--- src/rtl/commit_monitor_pkg.sv ---
// Shared types and default parameter values for the commit monitor slice.
package commit_monitor_pkg;

    typedef enum logic [1:0] {
        RUN    = 2'd0,
        HALTED = 2'd1,
        HUNG   = 2'd2
    } mon_state_e;

    localparam int unsigned DEF_LANES       = 2;
    localparam int unsigned DEF_ORDER_W     = 64;
    localparam int unsigned DEF_HALT_REPEAT = 2;
    localparam int unsigned DEF_WDOG_CYCLES = 1024;
    localparam int unsigned PC_W            = 32;
    localparam int unsigned CNT_W           = 3;

endpackage

--- src/rtl/commit_lane_scan.sv ---
// Combinational per-cycle scan of the commit lanes: contiguity, popcount,
// per-lane order offsets and self-loop branch detection.
module commit_lane_scan
    import commit_monitor_pkg::*;
#(
    parameter int unsigned LANES = DEF_LANES
) (
    input  logic [LANES-1:0]                 commit_valid,
    input  logic [LANES-1:0][PC_W-1:0]       commit_pc,
    input  logic [LANES-1:0][PC_W-1:0]       commit_next_pc,
    input  logic [LANES-1:0]                 commit_is_branch,
    output logic                             legal,
    output logic [CNT_W-1:0]                 popcnt,
    output logic [LANES-1:0][CNT_W-1:0]      offset,
    output logic [LANES-1:0]                 self_loop
);

    logic gap;

    // A valid lane above any idle lane breaks contiguity from lane 0.
    always_comb begin
        legal     = 1'b1;
        gap       = 1'b0;
        popcnt    = '0;
        offset    = '0;
        self_loop = '0;
        for (int unsigned i = 0; i < LANES; i++) begin
            offset[i] = popcnt;
            if (commit_valid[i]) begin
                if (gap) begin
                    legal = 1'b0;
                end
                popcnt = popcnt + CNT_W'(1);
            end else begin
                gap = 1'b1;
            end
            self_loop[i] = commit_valid[i] & commit_is_branch[i] &
                           (commit_next_pc[i] == commit_pc[i]);
        end
    end

endmodule

--- src/rtl/commit_monitor.sv ---
// Retirement monitor: numbers committed instructions and flags self-loop
// halts, commit watchdog expiry and malformed commit strobes.
module commit_monitor
    import commit_monitor_pkg::*;
#(
    parameter int unsigned LANES       = DEF_LANES,
    parameter int unsigned ORDER_W     = DEF_ORDER_W,
    parameter int unsigned HALT_REPEAT = DEF_HALT_REPEAT,
    parameter int unsigned WDOG_CYCLES = DEF_WDOG_CYCLES
) (
    input  logic                          clk,
    input  logic                          rst,
    input  logic [LANES-1:0]              commit_valid,
    input  logic [LANES-1:0][PC_W-1:0]    commit_pc,
    input  logic [LANES-1:0][PC_W-1:0]    commit_next_pc,
    input  logic [LANES-1:0]              commit_is_branch,
    input  logic                          flush,
    output logic [LANES-1:0]              mon_commit,
    output logic [LANES-1:0][ORDER_W-1:0] mon_order,
    output logic                          halt,
    output logic                          hang,
    output logic                          proto_err
);

    localparam int unsigned LOOP_W = $clog2(HALT_REPEAT + 1);
    localparam int unsigned WD_W   = $clog2(WDOG_CYCLES + 1);
    localparam logic [LOOP_W-1:0] LOOP_MAX = LOOP_W'(HALT_REPEAT);
    localparam logic [WD_W-1:0]   WD_MAX   = WD_W'(WDOG_CYCLES);

    mon_state_e                   state, state_nxt;
    logic [ORDER_W-1:0]           order_cnt, order_nxt;
    logic [LOOP_W-1:0]            loop_cnt, loop_nxt;
    logic [WD_W-1:0]              wdog_cnt, wdog_nxt;
    logic [LANES-1:0][ORDER_W-1:0] mon_order_nxt;

    logic                         legal;
    logic [CNT_W-1:0]             popcnt;
    logic [LANES-1:0][CNT_W-1:0]  offset;
    logic [LANES-1:0]             self_loop;
    logic                         illegal, accept, loop_hit, wdog_hit;

    commit_lane_scan #(
        .LANES (LANES)
    ) u_scan (
        .commit_valid     (commit_valid),
        .commit_pc        (commit_pc),
        .commit_next_pc   (commit_next_pc),
        .commit_is_branch (commit_is_branch),
        .legal            (legal),
        .popcnt           (popcnt),
        .offset           (offset),
        .self_loop        (self_loop)
    );

    assign illegal = (commit_valid != '0) && !legal;
    assign accept  = (state == RUN) && legal && (commit_valid != '0);

    // Flush clears first; lanes are then walked oldest to youngest.
    always_comb begin
        loop_nxt = flush ? '0 : loop_cnt;
        loop_hit = 1'b0;
        if (accept) begin
            for (int unsigned i = 0; i < LANES; i++) begin
                if (commit_valid[i]) begin
                    if (self_loop[i]) begin
                        if (loop_nxt != LOOP_MAX) begin
                            loop_nxt = loop_nxt + LOOP_W'(1);
                        end
                        if (loop_nxt == LOOP_MAX) begin
                            loop_hit = 1'b1;
                        end
                    end else begin
                        loop_nxt = '0;
                    end
                end
            end
        end
    end

    always_comb begin
        wdog_nxt = wdog_cnt;
        if (state == RUN) begin
            if (accept) begin
                wdog_nxt = '0;
            end else if (wdog_cnt != WD_MAX) begin
                wdog_nxt = wdog_cnt + WD_W'(1);
            end
        end
        wdog_hit = (state == RUN) && !accept && (wdog_nxt == WD_MAX);
    end

    always_comb begin
        order_nxt     = accept ? order_cnt + ORDER_W'(popcnt) : order_cnt;
        mon_order_nxt = '0;
        for (int unsigned i = 0; i < LANES; i++) begin
            if (accept && commit_valid[i]) begin
                mon_order_nxt[i] = order_cnt + ORDER_W'(offset[i]);
            end
        end
    end

    // Halt takes priority over the watchdog on a coincident edge.
    always_comb begin
        state_nxt = state;
        case (state)
            RUN: begin
                if (loop_hit) begin
                    state_nxt = HALTED;
                end else if (wdog_hit) begin
                    state_nxt = HUNG;
                end
            end
            HALTED:  state_nxt = HALTED;
            HUNG:    state_nxt = HUNG;
            default: state_nxt = RUN;
        endcase
    end

    always_ff @(posedge clk) begin
        if (!rst) begin
            state      <= RUN;
            order_cnt  <= '0;
            loop_cnt   <= '0;
            wdog_cnt   <= '0;
            proto_err  <= 1'b0;
            mon_commit <= '0;
            mon_order  <= '0;
        end else begin
            state      <= state_nxt;
            order_cnt  <= order_nxt;
            loop_cnt   <= loop_nxt;
            wdog_cnt   <= wdog_nxt;
            if (illegal) begin
                proto_err <= 1'b1;
            end
            mon_commit <= accept ? commit_valid : '0;
            mon_order  <= mon_order_nxt;
        end
    end

    always_comb begin
        halt = (state == HALTED);
        hang = (state == HUNG);
    end

endmodule

--- config.mk ---
export PLATFORM = sky130hd
export DESIGN_NAME = commit_monitor
export DESIGN_NICKNAME = d
export VERILOG_FILES = /design/src/rtl/commit_monitor_pkg.sv /design/src/rtl/commit_lane_scan.sv /design/src/rtl/commit_monitor.sv
export SDC_FILE = /design/constraint.sdc
export NUM_CORES = 1
export LEC_CHECK = 0
export BUFFER_PORTS_ARGS = -buffer_cell sky130_fd_sc_hd__buf_2
export CORE_MARGIN = 8
export CORE_UTILIZATION = 55
export CTS_BUF_LIST = sky130_fd_sc_hd__clkbuf_4
export DETAILED_ROUTE_END_ITERATION = 12
export PLACE_DENSITY_LB_ADDON = 0.2
export SLEW_MARGIN = 20
export SYNTH_ARGS = -nofsm -noshare
export SYNTH_HDL_FRONTEND = slang
export SYNTH_SLANG_ARGS = --single-unit
--- constraint.sdc ---
create_clock -name clk -period 3.5 [get_ports clk]
set_input_delay 0.7 -clock clk [delete_from_list [all_inputs] [get_ports clk]]
set_output_delay 0.7 -clock clk [all_outputs]
set_load 0.05 [all_outputs]
==> impl_metrics.ini <==
[clocking]
htreeDepth = 2
ctsResizeCount = 0
postCtsHoldBufs = 0
clock_latency_ns = 0.66
cts_tree = done
clkTransAtPathRegs_ns = 0.06
post_cts_buffers = 0
clk_root_buffer_cell = clkbuf_4
clock_sinks = 210
numCtsBuffers = 52
clock_path_buffers = 3

[sta]
period_needed_ns = 2.70
setup_tns_ns = 0
hold_viol = 0
timing.final.ws_setup_ns = 0.795
finalCritPeriodShare_pct = 77.3
slew_headroom_pct = 50.9
fin_hold_ws_ns = 0.448
tightest_slew_ns = 0.730
rsz0062_at_grt = false
max_freq_mhz = 370
setup_viol = 0
fin_worst_skew_ns = 0.0624
drv_slew = 0

[floorplan]
ios = 268
rows = 49
dieHeight_um = 150
die_area_um2 = 22500
die_x_um = 150
start_util_pct = 55.6
core_area_um2 = 17800

[grt]
grt_antenna_before_repair = 1
grt-ovfl-total = 0
track_usage_pct = 24.5
grt_pass1_vias = 9142
grt_max_degree = 66
grt_pass1_wl_um = 44800

[yosys]
syn_avg_cell_area_um2 = 8.70
yosysTopAreaCell = dfxtp_1
synth_cells = 1136
yosys-top-cells-area = dfxtp_1 43%, xor2_1 8.3%, and2_1 7.7%
synth_cell_types = 54
synth_top_cell_area_share_pct = 42.5
ys_ff_latch = 210
syn-cell-area_um2 = 9880
async_flop_share_pct = 0
ys_warn_count = 0
syn-num-nets = 1283
synth_flop_cell = dfxtp_1
synth-edff-count = 0
ys_seq_area_share_pct = 42.5

[power]
max-vdd-ir-drop_v = 0.000263
p_per_area_nw_per_um2 = 385
net-switching-power_w = 0.00113
clockPowerShare_pct = 41.3
power_frac_seq_pct = 52.0
swShare_pct = 24.4
power.internal_w = 0.00350
combPwrFrac_pct = 6.8
leakagePower_nw = 5.17

[outcome]
status = finished, final reports clean

[finish]
final_common_cell = buf_2
stdcell_area_um2 = 12000
drive_gt1_share_pct = 26.5
nFillCells = 1546
layout-area-overhead-vs-synth_pct = 21.7
num-nets-final = 1560
multi_input_area_um2 = 5330
final_cell_mix = 267 x buf_2, 210 x dfxtp_1, 122 x and2_1
register_area_um2 = 4200

[setup_path]
cp_max_fo = 8
cp_data_required_time_ns = 4.00
cp-start-kind = flip-flop
critical_path.endpoint_type = flip-flop
critPathKind = flip-flop to flip-flop
critical_path_arrival_ns = 3.20

[placed_design]
place.gp.congestion = 0.858
dp_hpwl_um = 21500
place_ws_ns = 0.242
dpl_cell_area_um2 = 11400
portBuffers = 267

[hold_path]
hold_path_class = input pin to flip-flop

[detailed_routing]
firstDrtPassIters = 5
wl_per_cell_um = 16.8
postRouteAntennaNets = 0
wl_um = 28200
post-route-drc-count = 0
viasPerCell = 5.40
drtIter0Drc = 548
vias = 9069

[job]
cap_violations = 0
power by group through the flow:
| stage | clock network [W] | logic, W | registers (W) |
|---|---|---|---|
| finish | 0.00191 | 0.000313 | 0.00241 |
| global route | 0.00210 | 0.000346 | 0.00241 |
| CTS | 0.00196 | 0.000314 | 0.00241 |
| detailed placement | 0 | 0.000312 | 0.00246 |
| global placement | 0 | 0.000307 | 0.00246 |
| floorplan | 0 | 0.000161 | 0.00247 |
per-stage QoR:
step | power, W | instances | util (%)
after CTS | 0.00468 | 1677 | 67.6
after detailed placement | 0.00277 | 1588 | 64.1
after global routing | 0.00485 | 1678 | 67.6
final | 0.00463 | 1678 | 67.6
after floorplan | 0.00263 | 1136 | -
after global placement | 0.00277 | 1588 | 64.1
cell families after synthesis:
| group | share of synthesized area (%) |
|---|---|
| simple gates | 33.7 |
| flops | 42.5 |
| xor+xnor | 13.8 |
| buf+inv | 3.55 |
| compound gates | 4.82 |
| fa+ha+maj | 1.60 |
worst paths after layout:
| check | endpoint | startpoint | slack, ns | cells past startpoint |
|---|---|---|---|---|
| worst max-delay path | order_cnt[60]$_SDFFE_PN0N_ | order_cnt[14]$_SDFFE_PN0N_ | 0.80 | 7 |
| worst min-delay path | wdog_cnt[4]$_SDFF_PN0_ | rst | 0.45 | 2 |
| worst max register to register | order_cnt[60]$_SDFFE_PN0N_ | order_cnt[14]$_SDFFE_PN0N_ | 0.80 | 7 |
| worst min register to register | proto_err$_SDFFE_PN0P_ | proto_err$_SDFFE_PN0P_ | 0.50 | 1 |
layer usage:
layer,track usage [%],wire length [um]
met1,26.6,10800
met3,7.20,2490
met5,0,0
met4,9.80,663
met2,44.0,14300
Yosys cell counts (20+ instances only):
master and n:
clkbuf_1 47, dfxtp_1 210, nand3_1 46, and2_1 122
nor3_1 57, o21ai_0 26, nand2_1 72, or3_1 20
xnor2_1 62, nor2b_1 49, nor4_1 40, nand4_1 40
nor2_1 96, xor2_1 94
layout make-up:
| cell class | count | share of cell area [%] |
|---|---|---|
| Multi-Input combinational cell | 842 | 44.4 |
| Sequential cell | 210 | 35.0 |
| Timing Repair Buffer | 288 | 12.5 |
| Clock buffer | 74 | 4.62 |
| Tap cell | 229 | 2.38 |
| Inverter | 19 | 0.593 |
| Clock inverter | 15 | 0.510 |
| Antenna cell | 1 | 0.0208 |
registers in the layout, indices dropped and copies added, names as in the netlist:
register	flops
loop_cnt	2
mon_commit	2
mon_order	128
order_cnt	64
proto_err	1
state	2
wdog_cnt	11
worst max-delay path, stage by stage, from the launching register on:
cell and delay (ns):
dfxtp_1 0.38, buf_4 0.19, nand4_1 0.34, nor3_2 0.40, nand4_1 0.44, nor4_1 0.52
xor2_1 0.11, and2_1 0.17
Note: power is estimated with default switching activity, not from simulation.
